### src/rtl/tlp_compl_scheduler.sv
// tlp_compl_scheduler: round-robin arbiter handing completion descriptors to the TLP encoder,
// with a ready-handshake, an abort timeout and a count of finished completions.
module tlp_compl_scheduler #(
    parameter int NREQ    = 3,
    parameter int TIMEOUT = 1024
) (
    input  logic                 clk,
    input  logic                 reset,
    input  logic                 sched_en,
    input  logic [NREQ-1:0]      rq_valid,
    output logic [NREQ-1:0]      rq_ready,
    input  logic [3*NREQ-1:0]    rq_code,
    input  logic [60*NREQ-1:0]   rq_desc,
    output logic                 req_compl,
    output logic [2:0]           compl_code,
    output logic [2:0]           tenc_tc,
    output logic [1:0]           tenc_attr,
    output logic [9:0]           tenc_len,
    output logic [15:0]          tenc_rid,
    output logic [7:0]           tenc_tag,
    output logic [7:0]           tenc_be,
    output logic [12:0]          tenc_addr,
    input  logic                 tlp_encoder_ready,
    output logic                 compl_done,
    output logic                 err_timeout,
    output logic [15:0]          compl_cnt,
    output logic                 busy
);
    typedef enum logic [1:0] {IDLE, ISSUE, WAIT_DONE} state_t;
    state_t state, state_n;
    logic grant, done, abort, tmo;
    logic [1:0] last_grant, first, second, pick;
    logic [15:0] tcnt;
    logic [59:0] desc;

    assign {tenc_tc, tenc_attr, tenc_len, tenc_rid, tenc_tag, tenc_be, tenc_addr} = desc;

    always_comb begin
        first   = last_grant == 2'd2 ? 2'd0 : last_grant + 2'd1;
        second  = first == 2'd2 ? 2'd0 : first + 2'd1;
        pick    = rq_valid[first] ? first : rq_valid[second] ? second : last_grant;
        tmo     = tcnt == 16'(TIMEOUT - 1);
        grant   = 1'b0;
        done    = 1'b0;
        abort   = 1'b0;
        state_n = state;
        case (state)
            // compl_done high means we just came back from WAIT_DONE: force one idle cycle
            IDLE: begin
                grant = sched_en && tlp_encoder_ready && |rq_valid && !compl_done;
                if (grant) state_n = ISSUE;
            end
            ISSUE: begin
                if (!tlp_encoder_ready) state_n = WAIT_DONE;
                else if (tmo) begin
                    abort   = 1'b1;
                    state_n = IDLE;
                end
            end
            WAIT_DONE: begin
                if (tlp_encoder_ready) begin
                    done    = 1'b1;
                    state_n = IDLE;
                end else if (tmo) begin
                    abort   = 1'b1;
                    state_n = IDLE;
                end
            end
            default: state_n = IDLE;
        endcase
    end

    always_ff @(posedge clk) begin
        if (reset) begin
            state       <= IDLE;
            last_grant  <= 2'd2;
            rq_ready    <= '0;
            req_compl   <= 1'b0;
            compl_code  <= '0;
            desc        <= '0;
            compl_done  <= 1'b0;
            err_timeout <= 1'b0;
            compl_cnt   <= '0;
            busy        <= 1'b0;
            tcnt        <= '0;
        end else begin
            state       <= state_n;
            rq_ready    <= grant ? NREQ'(1) << pick : '0;
            req_compl   <= state_n == ISSUE;
            busy        <= state_n != IDLE;
            compl_done  <= done;
            err_timeout <= err_timeout | abort;
            tcnt        <= state_n != state ? '0 : tcnt + 16'd1;
            if (grant) begin
                last_grant <= pick;
                compl_code <= rq_code[3*pick +: 3];
                desc       <= rq_desc[60*pick +: 60];
            end
            if (done) compl_cnt <= compl_cnt + 16'd1;
        end
    end
endmodule

### config.mk
export PLATFORM = sky130hd
export DESIGN_NAME = tlp_compl_scheduler
export DESIGN_NICKNAME = d
export VERILOG_FILES = /design/src/rtl/tlp_compl_scheduler.sv
export SDC_FILE = /design/constraint.sdc
export NUM_CORES = 1
export LEC_CHECK = 0
export BUFFER_PORTS_ARGS = -buffer_cell sky130_fd_sc_hd__buf_2
export CAP_MARGIN = 20
export CORE_MARGIN = 4
export CORE_UTILIZATION = 48
export CTS_CLUSTER_DIAMETER = 30
export DETAILED_ROUTE_END_ITERATION = 8
export PLACE_DENSITY = 0.92
export SLEW_MARGIN = 0
export SYNTH_ARGS = -nofsm -noshare
export SYNTH_HDL_FRONTEND = slang
export SYNTH_SLANG_ARGS = --single-unit
### constraint.sdc
create_clock -name clk -period 3 [get_ports clk]
set_input_delay 0.6 -clock clk [delete_from_list [all_inputs] [get_ports clk]]
set_output_delay 0.6 -clock clk [all_outputs]
set_load 0.02 [all_outputs]
==> summary.md <==
| Metric | Value |
|---|---|
| IO buf count | `281` |
| Post-CTS Setup Inserts | `0` |
| Final setup viols | `0` |
| Pint | `2.08 mW` |
| Endpoints failing hold | `0` |
| CTS buffer count | `9` |
| Core Box Area | `10300 um^2` |
| R2r setup slk | `0.69 ns` |
| Number of I/O pins | `282` |
| Hold Path Class | `primary input to register` |
| Logic pwr share | `22.3%` |
| Worst slew margin | `48.3%` |
| Main synth FF type | `dfxtp_1` |
| DRC viols | `0` |
| Hpwl dp | `12200 um` |
| Final ANT Viol Nets | `0` |
| Root buffer cell | `clkbuf_8` |
| Dpl cells | `946` |
| Mapped Area | `5030 um^2` |
| Worst Skew | `0.0153 ns` |
| VDD IR-drop max | `0.000358 V` |
| Fill cell count | `863` |
| Layout Nets | `1023` |
| Total track usage | `23.5%` |
| Vias in the first global route | `4883` |
| DP Area | `6570 um^2` |
| Clock Tree Buf Depth | `2` |
| H-tree depth | `3` |
| WL per Instance | `16.3 um` |
| Final wirelength | `15700 um` |
| Sequential power share | `50.9%` |
| Crit Path Category | `register to register` |
| Resized cells post-CTS | `0` |
| Die width | `110 um` |
| Initial antenna violation count | `1` |
| Max Cap Viol | `0` |
| CP required | `3.22 ns` |
| First-pass GRT wire length | `22600 um` |
| Worst setup SP type | `register` |
| Chip Height | `110 um` |
| Distinct cells, synth | `48` |
| Leak Pwr | `3.02 nW` |
| Final Cell Area | `6750 um^2` |
| DR vias | `5311` |
| Via density per instance | `5.52` |
| Cts hold-fix bufs | `0` |
| RD Place Congestion | `0.872` |
| FFs w/ async S/R, synth | `0%` |
| Final setup margin | `0.688 ns` |
| Syn Area/Cell | `9.04 um^2` |
| Sw Pwr | `921 uW` |
| Final core utilization | `65.6%` |
| Max Freq | `433 MHz` |
| Clock power frac | `26.8%` |
| Setup TNS | `0 ns` |
| Clk_lat worst skew | `0.36 ns` |
| Final worst path period need | `2.31 ns` |
| Die Footprint | `12200 um^2` |
| Fin cells | `963` |
| Syn Inst Count | `556` |
| Crit-path max FO | `16` |
| Slew Viols, Final | `0` |
| Site row count | `37` |
| Fin crit share | `77.1%` |
| Seq/Total Area, Yosys | `42.2%` |
| Clk slew on worst S/H paths | `0.11 ns` |
| Syn. warnings | `0` |
| Largest net degree at the start of global routing | `46` |
| Clock sink total | `106` |
| Post-synth EDFFs | `0` |
| Ratio of cells with drive above 1 in the final layout | `40.4%` |
| Pwr/cell area | `446 nW/um^2` |
| CP endpoint kind | `register` |
| Worst-margin pin slew | `0.774 ns` |
| Drt initial violations | `451` |
| Status | `finished clean` |
| DR pass1 iterations | `6` |
| Syn_nets | `758` |
| RSZ-0062 raised after global routing | `no` |
| GRT overflow | `0` |
| Sw Ratio | `30.7%` |
| CTS tree | `yes` |
| Layout Area Growth over Synthesis | `34.2%` |
| #FFs+latches synth | `106` |
| Pre-CTS WS | `0.631 ns` |
| Initial core utilization | `48.9%` |
| CP arrival | `2.53 ns` |
==> cells in the final DEF, fill, tap and decap left out, types with 2 or more instances in the layout <==
cell / instances
buf_4: 15
nor3_1: 7
o21ai_1: 17
a22oi_1: 42
inv_1: 10
o21ai_0: 30
xor2_1: 10
a311oi_1: 21
and3_1: 2
nor2_1: 56
clkinv_4: 2
mux2i_1: 43
nand3_1: 10
ha_1: 6
nand2_1: 35
nand2b_1: 2
buf_2: 281
nor2b_1: 4
a21oi_1: 7
and4_1: 22
nor2_2: 11
nand4_1: 7
clkbuf_8: 9
or3_1: 5
nor4_1: 2
xnor2_1: 16
diode_2: 2
inv_6: 2
dfxtp_1: 106
a31oi_1: 21
==> per-layer routing <==
metal  track usage, %  routed length, um  vias up
li1                 -                  -     2581
met4             10.7                458        0
met3             6.46               1510       34
met5                0                  0        -
met1             27.2               5920     2426
met2             40.3               7770      270
==> registers in the layout, summed over array words and instances (netlist names) <==
| name | cells |
|---|---|
| state | 2 |
| rq_ready | 3 |
| busy | 1 |
| last_grant | 2 |
| compl_done | 1 |
| compl_cnt | 16 |
| err_timeout | 1 |
| tcnt | 16 |
| desc | 60 |
| compl_code | 3 |
| req_compl | 1 |
==> per-stage QoR <==
| stage | power [mW] | hold WS (ns) |
|---|---|---|
| 3_5_place_dp | 2.23 | 0.455 |
| 5_1_grt | 3.16 | 0.453 |
| 3_3_place_gp | 2.21 | 0.454 |
| 2_1_floorplan | 1.94 | 0.462 |
| 6_report | 3.01 | 0.470 |
| 4_1_cts | 3.04 | 0.452 |
==> final timing paths <==
kind | startpoint | to | depth (start not counted)
worst min-delay path | rq_desc[151] | desc[31] | 3
worst max register to register | tcnt[0] | tcnt[2] | 6
worst max-delay path | tcnt[0] | tcnt[2] | 6
worst min register to register | err_timeout | err_timeout | 2
==> final cells by class <==
| class | count | area (um^2) | share of cell area [%] |
|---|---|---|---|
| clock buffers | 9 | 124 | 1.84 |
| inverters | 10 | 37.5 | 0.556 |
| well taps | 136 | 170 | 2.52 |
| flip-flops and latches | 106 | 2120 | 31.5 |
| repair buffers | 297 | 1540 | 22.8 |
| clock inverters | 6 | 51.3 | 0.761 |
| diodes | 2 | 5.00 | 0.0742 |
| multi-input cells | 397 | 2700 | 40.0 |
==> cells in the mapped netlist (4+ instances only) <==
master,count,area share (%)
xor2_1,10,1.7
nor2_2,10,1.2
a311oi_1,21,3.7
and4_1,22,3.8
nor2_1,57,4.3
xnor2_1,16,2.8
nand2_1,35,2.6
a31oi_1,21,2.6
a22oi_1,42,6.3
nand4_1,7,0.87
dfxtp_1,106,42
o21ai_1,17,1.7
nor2b_1,4,0.50
a21oi_1,7,0.70
ha_1,6,1.5
o21ai_0,30,3.0
inv_1,10,0.75
buf_1,5,0.37
nand3_1,10,1.0
or3_1,5,0.62
mux2i_1,43,8.6
nor3_1,7,0.70
buf_2,13,1.3
clkbuf_1,24,1.8
==> power groups by stage <==
stage	Clock, mW	Combinational [mW]	Sequential, mW
final	0.806	0.670	1.53
after global routing	0.891	0.727	1.54
after CTS	0.837	0.668	1.53
after detailed placement	0	0.667	1.56
after global placement	0	0.655	1.56
after floorplan	0	0.298	1.64
==> cells by family (layout without fill, tap and decap cells) <==
logic type / Yosys count / after routing / synth area share, %
xor gates and xnor gates: 26 / 26 / 4.53
muxes: 43 / 43 / 8.56
DFF: 106 / 106 / 42.2
other: 0 / 2 / 0
AOI/OAI and AO/OA: 148 / 148 / 20.1
buffers and inverters: 53 / 322 / 4.51
adders and majority gates: 6 / 6 / 1.49
and+or+nand+nor: 174 / 174 / 18.6
==> critical path, cell delays in order (launching register included) <==
cell and delay (ns):
dfxtp_1 0.43, ha_1 0.25, or3b_2 0.49, nor4_4 0.21
o211ai_2 0.17, o221ai_4 0.53, nor2_1 0.11
Note: power is estimated with default switching activity, not from simulation.
